--- src/rtl/hazard_ctrl.sv ---
// Hazard controller for the 5-stage RISC-V pipeline: EX forwarding selects,
// load-use / branch / memory-wait stall and flush control, wait timeout and perf counters.
module hazard_ctrl #(
    parameter int WAIT_MAX = 15,
    parameter int CNT_W    = 32
) (
    input  logic             clk,
    input  logic             reset,
    input  logic [4:0]       Rs1D,
    input  logic [4:0]       Rs2D,
    input  logic [4:0]       Rs1E,
    input  logic [4:0]       Rs2E,
    input  logic [4:0]       RdE,
    input  logic [1:0]       ResultSrcE,
    input  logic             PCSrcE,
    input  logic [4:0]       RdM,
    input  logic             RegWriteM,
    input  logic [4:0]       RdW,
    input  logic             RegWriteW,
    input  logic             MemReqM,
    input  logic             MemReadyM,
    output logic             StallF,
    output logic             StallD,
    output logic             StallE,
    output logic             StallM,
    output logic             FlushD,
    output logic             FlushE,
    output logic [1:0]       ForwardAE,
    output logic [1:0]       ForwardBE,
    output logic             MemTimeout,
    output logic [CNT_W-1:0] StallCount,
    output logic [CNT_W-1:0] FlushCount
);

    localparam int              WC_W      = $clog2(WAIT_MAX + 1);
    localparam logic [WC_W-1:0] WCNT_LAST = WC_W'(WAIT_MAX);

    typedef enum logic [1:0] {RUN, MEMWAIT, FAULT} state_t;

    state_t           state_q, state_d;
    logic [WC_W-1:0]  wcnt_q, wcnt_d;
    logic             timeout_q, timeout_d;
    logic [CNT_W-1:0] stall_cnt_q, stall_cnt_d;
    logic [CNT_W-1:0] flush_cnt_q, flush_cnt_d;

    logic lw_stall;
    logic mem_stall;

    // Memory stage wins over Writeback; x0 is never forwarded.
    function automatic logic [1:0] fwd_sel(input logic [4:0] rs,
                                           input logic [4:0] rd_m, input logic we_m,
                                           input logic [4:0] rd_w, input logic we_w);
        if (we_m && (rd_m != 5'd0) && (rd_m == rs))
            return 2'b10;
        else if (we_w && (rd_w != 5'd0) && (rd_w == rs))
            return 2'b01;
        else
            return 2'b00;
    endfunction

    assign ForwardAE = fwd_sel(Rs1E, RdM, RegWriteM, RdW, RegWriteW);
    assign ForwardBE = fwd_sel(Rs2E, RdM, RegWriteM, RdW, RegWriteW);

    assign lw_stall  = (ResultSrcE == 2'b01) && (RdE != 5'd0) && ((RdE == Rs1D) || (RdE == Rs2D));
    assign mem_stall = MemReqM && !MemReadyM;

    always_comb begin
        state_d   = state_q;
        wcnt_d    = wcnt_q;
        timeout_d = timeout_q;
        StallF    = 1'b0;
        StallD    = 1'b0;
        StallE    = 1'b0;
        StallM    = 1'b0;
        FlushD    = 1'b0;
        FlushE    = 1'b0;

        if (state_q == FAULT || mem_stall) begin
            StallF = 1'b1;
            StallD = 1'b1;
            StallE = 1'b1;
            StallM = 1'b1;
        end else if (PCSrcE) begin
            // A taken branch squashes the dependent instruction, so no load-use stall.
            FlushD = 1'b1;
            FlushE = 1'b1;
        end else begin
            StallF = lw_stall;
            StallD = lw_stall;
            FlushE = lw_stall;
        end

        case (state_q)
            RUN: begin
                if (mem_stall) begin
                    state_d = MEMWAIT;
                    wcnt_d  = WC_W'(1);
                end
            end
            MEMWAIT: begin
                if (mem_stall) begin
                    if (wcnt_q == WCNT_LAST) begin
                        state_d   = FAULT;
                        timeout_d = 1'b1;
                    end else begin
                        wcnt_d = wcnt_q + 1'b1;
                    end
                end else begin
                    state_d = RUN;
                    wcnt_d  = '0;
                end
            end
            FAULT:   state_d = FAULT;
            default: state_d = RUN;
        endcase
    end

    always_comb begin
        stall_cnt_d = stall_cnt_q;
        flush_cnt_d = flush_cnt_q;
        if (StallF && (state_q != FAULT) && (stall_cnt_q != {CNT_W{1'b1}}))
            stall_cnt_d = stall_cnt_q + 1'b1;
        if (FlushD && (flush_cnt_q != {CNT_W{1'b1}}))
            flush_cnt_d = flush_cnt_q + 1'b1;
    end

    always_ff @(posedge clk or posedge reset) begin
        if (reset) begin
            state_q     <= RUN;
            wcnt_q      <= '0;
            timeout_q   <= 1'b0;
            stall_cnt_q <= '0;
            flush_cnt_q <= '0;
        end else begin
            state_q     <= state_d;
            wcnt_q      <= wcnt_d;
            timeout_q   <= timeout_d;
            stall_cnt_q <= stall_cnt_d;
            flush_cnt_q <= flush_cnt_d;
        end
    end

    assign MemTimeout = timeout_q;
    assign StallCount = stall_cnt_q;
    assign FlushCount = flush_cnt_q;

endmodule

--- config.mk ---
export PLATFORM = sky130hd
export DESIGN_NAME = hazard_ctrl
export DESIGN_NICKNAME = d
export VERILOG_FILES = /design/src/rtl/hazard_ctrl.sv
export SDC_FILE = /design/constraint.sdc
export NUM_CORES = 1
export LEC_CHECK = 0
export BUFFER_PORTS_ARGS = -buffer_cell sky130_fd_sc_hd__clkbuf_2
export CAP_MARGIN = 20
export CORE_AREA = 2 2 86 88
export CTS_CLUSTER_SIZE = 25
export DETAILED_ROUTE_END_ITERATION = 6
export DIE_AREA = 0 0 88 90
export PLACE_DENSITY_LB_ADDON = 0.1
export SETUP_SLACK_MARGIN = 0.05
export SYNTH_ARGS = -nofsm -noshare
export SYNTH_HDL_FRONTEND = slang
export SYNTH_SLANG_ARGS = --single-unit
--- constraint.sdc ---
create_clock -name clk -period 6.7 [get_ports clk]
set_clock_uncertainty 0.2 [all_clocks]
set_input_delay 0.335 -clock clk [delete_from_list [all_inputs] [get_ports clk]]
set_output_delay 0.335 -clock clk [all_outputs]
set_load 0.01 [all_outputs]
## After elaboration in Yosys (flattened, before gate mapping)

Cells that the tools add are included.

- Reductions and logical operators: 23
- Add/subtract/negate cells: 3
- Equal/unequal tests: 16
- Multiplexer cells: 19

Operators by type and width:

| cell | count |
|---|---|
| $add A32 B1 Y32 const B | 2 |
| $ne A32 B32 Y1 const B | 2 |
| $eq A5 B5 Y1 | 6 |
| $reduce_bool A5 Y1 | 3 |
| $logic_and A1 B1 Y1 | 12 |
| $mux W4 | 3 |
| $mux W2 | 5 |
| $mux W1 | 9 |
| $pmux W4 S2 | 1 |
| $ne A3 B3 Y1 const B | 2 |
| $pmux W2 S3 | 1 |
| $reduce_and A3 Y1 | 2 |
| $add A4 B1 Y4 const B | 1 |
| $eq A2 B1 Y1 const B | 2 |
| $eq A4 B4 Y1 const B | 1 |
| $ne A2 B2 Y1 const B | 2 |
| $eq A2 B2 Y1 const B | 1 |
| $logic_not A2 Y1 | 1 |
| $logic_or A1 B1 Y1 | 2 |
| $reduce_and A2 Y1 | 1 |
| $reduce_bool A2 Y1 | 1 |
| $logic_not A1 Y1 | 1 |

- Bits in registers: 71
- Word-level logic and storage cells: 66
- Output and inout bits: 75
- Bits of input ports: 44

## Logic depth before layout (Yosys ltp)

- Word-level depth: 7
- Gate-level depth with buffers: 8
- Depth with buffers taken out: 7

## Least setup slack after synthesis

Ideal clock, no wire load.

- Path type: reg-to-reg
- From: register stall_cnt_q[2], in the netlist StallCount[2]
- To: register stall_cnt_q[1], in the netlist StallCount[1]
- Stages on the path, launching flop included: 8
- Data arrival time: 2.128 ns
- Path slack: 4.247 ns
- Data required time: 6.375 ns
- Path buffers: 1
- Clock period less this slack: 2.453 ns
- Library setup time: 0.125 ns
- Cell sequence: dfrtp_1 -> and4_1 -> nand4_2 -> or3_1 -> clkbuf_1 -> nor3_4 -> or2_2 -> mux2_2

- Cells in the longest elaborated chain, start to end: 2

Ends and longest elaborated chain:

| item | line | source |
|---|---|---|
| start: declaration | 43 | `logic [CNT_W-1:0] stall_cnt_q, stall_cnt_d;` |
| start signal: assignment | 138 | `stall_cnt_q <= stall_cnt_d;` |
| $ne A32 B32 Y1 | 121 | `if (StallF && (state_q != FAULT) && (stall_cnt_q != {CNT_W{1'b1}}))` |
| $logic_and A1 B1 Y1 | 121 |  |

No other way between the ends.
A chain may end at the register's enable or synchronous reset.

## Final worst setup path

Ends and elaborated chain as after synthesis.

==> impl_metrics.csv <==
group,metric,value,unit
setup_path,cp_num_buf_inv,0,
setup_path,crit_path_max_incr_delay,0.57,ns
setup_path,path_class,"reg2reg",
synthesis,ys_ff_latch,71,
global_route,overflow,0,
die,fp.dieW,88,µm
setup_path,crit_fanout,19,
finish,nFillCells,597,
synthesis,ys_types,46,
power,ir_drop,165,µV
clock_tree,clk_pin_slew,0.08,ns
synthesis,yosys.area.top_type_share,46.1,%
clock_tree,cts_buffer_depth,2,
placement,port_buffers,118,
power,p_leak,2.40,nW
clock_tree,clk_latency,0.33,ns
drt,drtAntennaViolNets,0,
status,status,"complete, no violations",
clock_tree,cts-resized-gates,0,
finish,register_area,0.00178,mm²
timing,min_period_over_period,43.0,%
drt,wirelength,8.17,mm
flow_run,cap_violations,0,
drt,drt_iter0_drc,119,
finish,area_delta_synth_final,22.0,%
clock_tree,cts_tree,"built",
synthesis,synthArstFlopShare,100,%
placement,routabilityCongestion,0.840,
synthesis,synth_edf_count,0,
die,start_util,54.8,%
clock_tree,root_buffer,"clkbuf_8",
setup_path,reg2reg_depth,6,
synthesis,synthTopCellsByArea,"dfrtp_1, xor2_1, xnor2_1",
setup_path,worstPathArrival,2.89,ns
drt,viasPerCell,5.34,
die,dieArea,0.00792,mm²
hold_path,hp-class,"in2async",
clock_tree,cts_max_level,3,
drt,vias,3236,
clock_tree,cts_hold_buf,0,
finish,num_antenna_cells,0,
setup_path,cp-end-kind,"flip-flop",
timing,rsz0062_at_grt,"false",
synthesis,ys.flop_type,"dfrtp_1",
drt,routedWlPerCell,13.5,µm
finish,multi_input_area,0.00198,mm²
timing,tns,0,ns
die,io_pins,119,
synthesis,syn_nets,427,
synthesis,ys_warn_count,0,
global_route,track_usage,22.1,%
placement,place_ws,3.87,ns
global_route,grt_pass1_vias,3077,
setup_path,cp.required,6.71,ns
synthesis,synthCells,380,
timing,slew_viol_final,0,
setup_path,regToRegSetupSlack,3.82,ns
timing,worst_hold_slack,0.0510,ns
global_route,grt_pass1_wl,14.1,mm
global_route,antenna_found_initial,0,
synthesis,yosysTopAreaCell,"dfrtp_1",
synthesis,avgSynthCellArea,10.1,µm²
finish,post-route-util,66.9,%
timing,fmax,0.347,GHz
die,rows,31,
finish,final_cells,606,
setup_path,worst_setup_path_start_kind,"flip-flop",
timing,hold_violations,0,
global_route,grt_start_max_net_pins,72,
power,power.density,208,mW/mm²
drt,drc,0,
setup_path,critPathTopFamily,"simple AND/OR/NAND/NOR gates",
die,die_y,90,µm
die,design.core.area,0.00702,mm²
setup_path,path_cells,"and4_1 > nand4_2 > or3_1 > nor3_4 > or2_2 > mux2_2",
placement,dp.cells,590,
timing,period_needed,2.88,ns
placement,hpwl,6.23,mm
timing,tightest_slew,0.870,ns
setup_path,r2r-end,"StallCount[1]",
finish,final_cell_mix,"clkbuf_2, dfrtp_1, xor2_1, xnor2_1, nand3_1",
drt,first_pass_iters,5,
timing,setup_violations,0,
timing,setup_ws,3.82,ns
clock_tree,clock_sinks,71,
setup_path,timing.rr.start,"StallCount[2]",
finish,layout-drive-gt1-share,29.0,%
setup_path,crit_path_top_delay_cell,"nor3_4",
finish,layout_commonest_cell,"clkbuf_2",
timing,maxSlewHeadroom,42.0,%
synthesis,netlist_area,0.00385,mm²
clock_tree,cts_buffers,9,
finish,fin_nets,549,
synthesis,ys_seq_area_share,46.1,%
clock_tree,post-cts-setup-buffers,0,
cell families after synthesis:
kind of cell             share of synthesized area [%]
AND/OR/NAND/NOR                                   24.9
buffers and inverters                             2.34
AO/OA/AOI/OAI                                     3.96
multiplexers                                     0.942
flip-flops                                        46.1
adder cells (fa/ha/maj)                          0.975
XOR/XNOR                                          20.7
layer usage:
layer / vias up / GRT usage, % / routed length, µm
li1: 1579 / - / -
met1: 1551 / 31.1 / 3750
met2: 90 / 32.8 / 3900
met3: 16 / 4.41 / 368
met4: 0 / 10.1 / 148
met5: - / 0 / 0
synth_stat cells, types with 6 or more instances:
| library cell | n |
|---|---|
| nor4_1 | 14 |
| nand3_1 | 29 |
| xor2_1 | 48 |
| dfrtp_1 | 71 |
| nor2_1 | 22 |
| and3_1 | 8 |
| and4_1 | 6 |
| nor3_1 | 13 |
| nand2_1 | 26 |
| nand4_1 | 16 |
| o21ai_0 | 7 |
| inv_1 | 10 |
| xnor2_1 | 43 |
flip-flops by register name, indices dropped and copies added, names as in the netlist:
register,count
StallCount,32
FlushCount,32
wcnt_q,4
state_q,2
MemTimeout,1
power breakdown:
part           internal, mW  total [mW]  switching [mW]
Clock                 0.134       0.295           0.161
Sequential            0.463       0.505          0.0428
Combinational        0.0849       0.177          0.0916
worst min-delay path: cells and delay by family:
kind / cells / cell delay [ns]
buffers and inverters: 3 / 0.80
layout make-up:
cell class	instances	area share, %
clock buffer	9	2.64
clock inverter	7	1.01
inverter	10	0.799
multi-input combinational	290	42.2
sequential	71	37.8
tap	99	2.64
timing repair buffer	120	12.9
metrics by stage:
step,power (mW),area [µm²]
2_1_floorplan,0.614,3850
3_3_place_gp,0.686,4530
3_5_place_dp,0.691,4530
4_1_cts,0.991,4700
5_1_grt,1.04,4700
6_report,0.977,4700
worst max path at each step:
| stage | cells past startpoint | startpoint | slack, ns | end |
|---|---|---|---|---|
| floorplan | 7 | StallCount[2] | 4.25 | StallCount[1] |
| global placement | 6 | StallCount[2] | 3.98 | StallCount[1] |
| detailed placement | 6 | StallCount[2] | 3.87 | StallCount[1] |
| CTS | 6 | StallCount[2] | 3.85 | StallCount[1] |
| global route | 6 | StallCount[8] | 3.66 | StallCount[1] |
| finish | 6 | StallCount[2] | 3.82 | StallCount[1] |
Note: power is estimated with default switching activity, not from simulation.
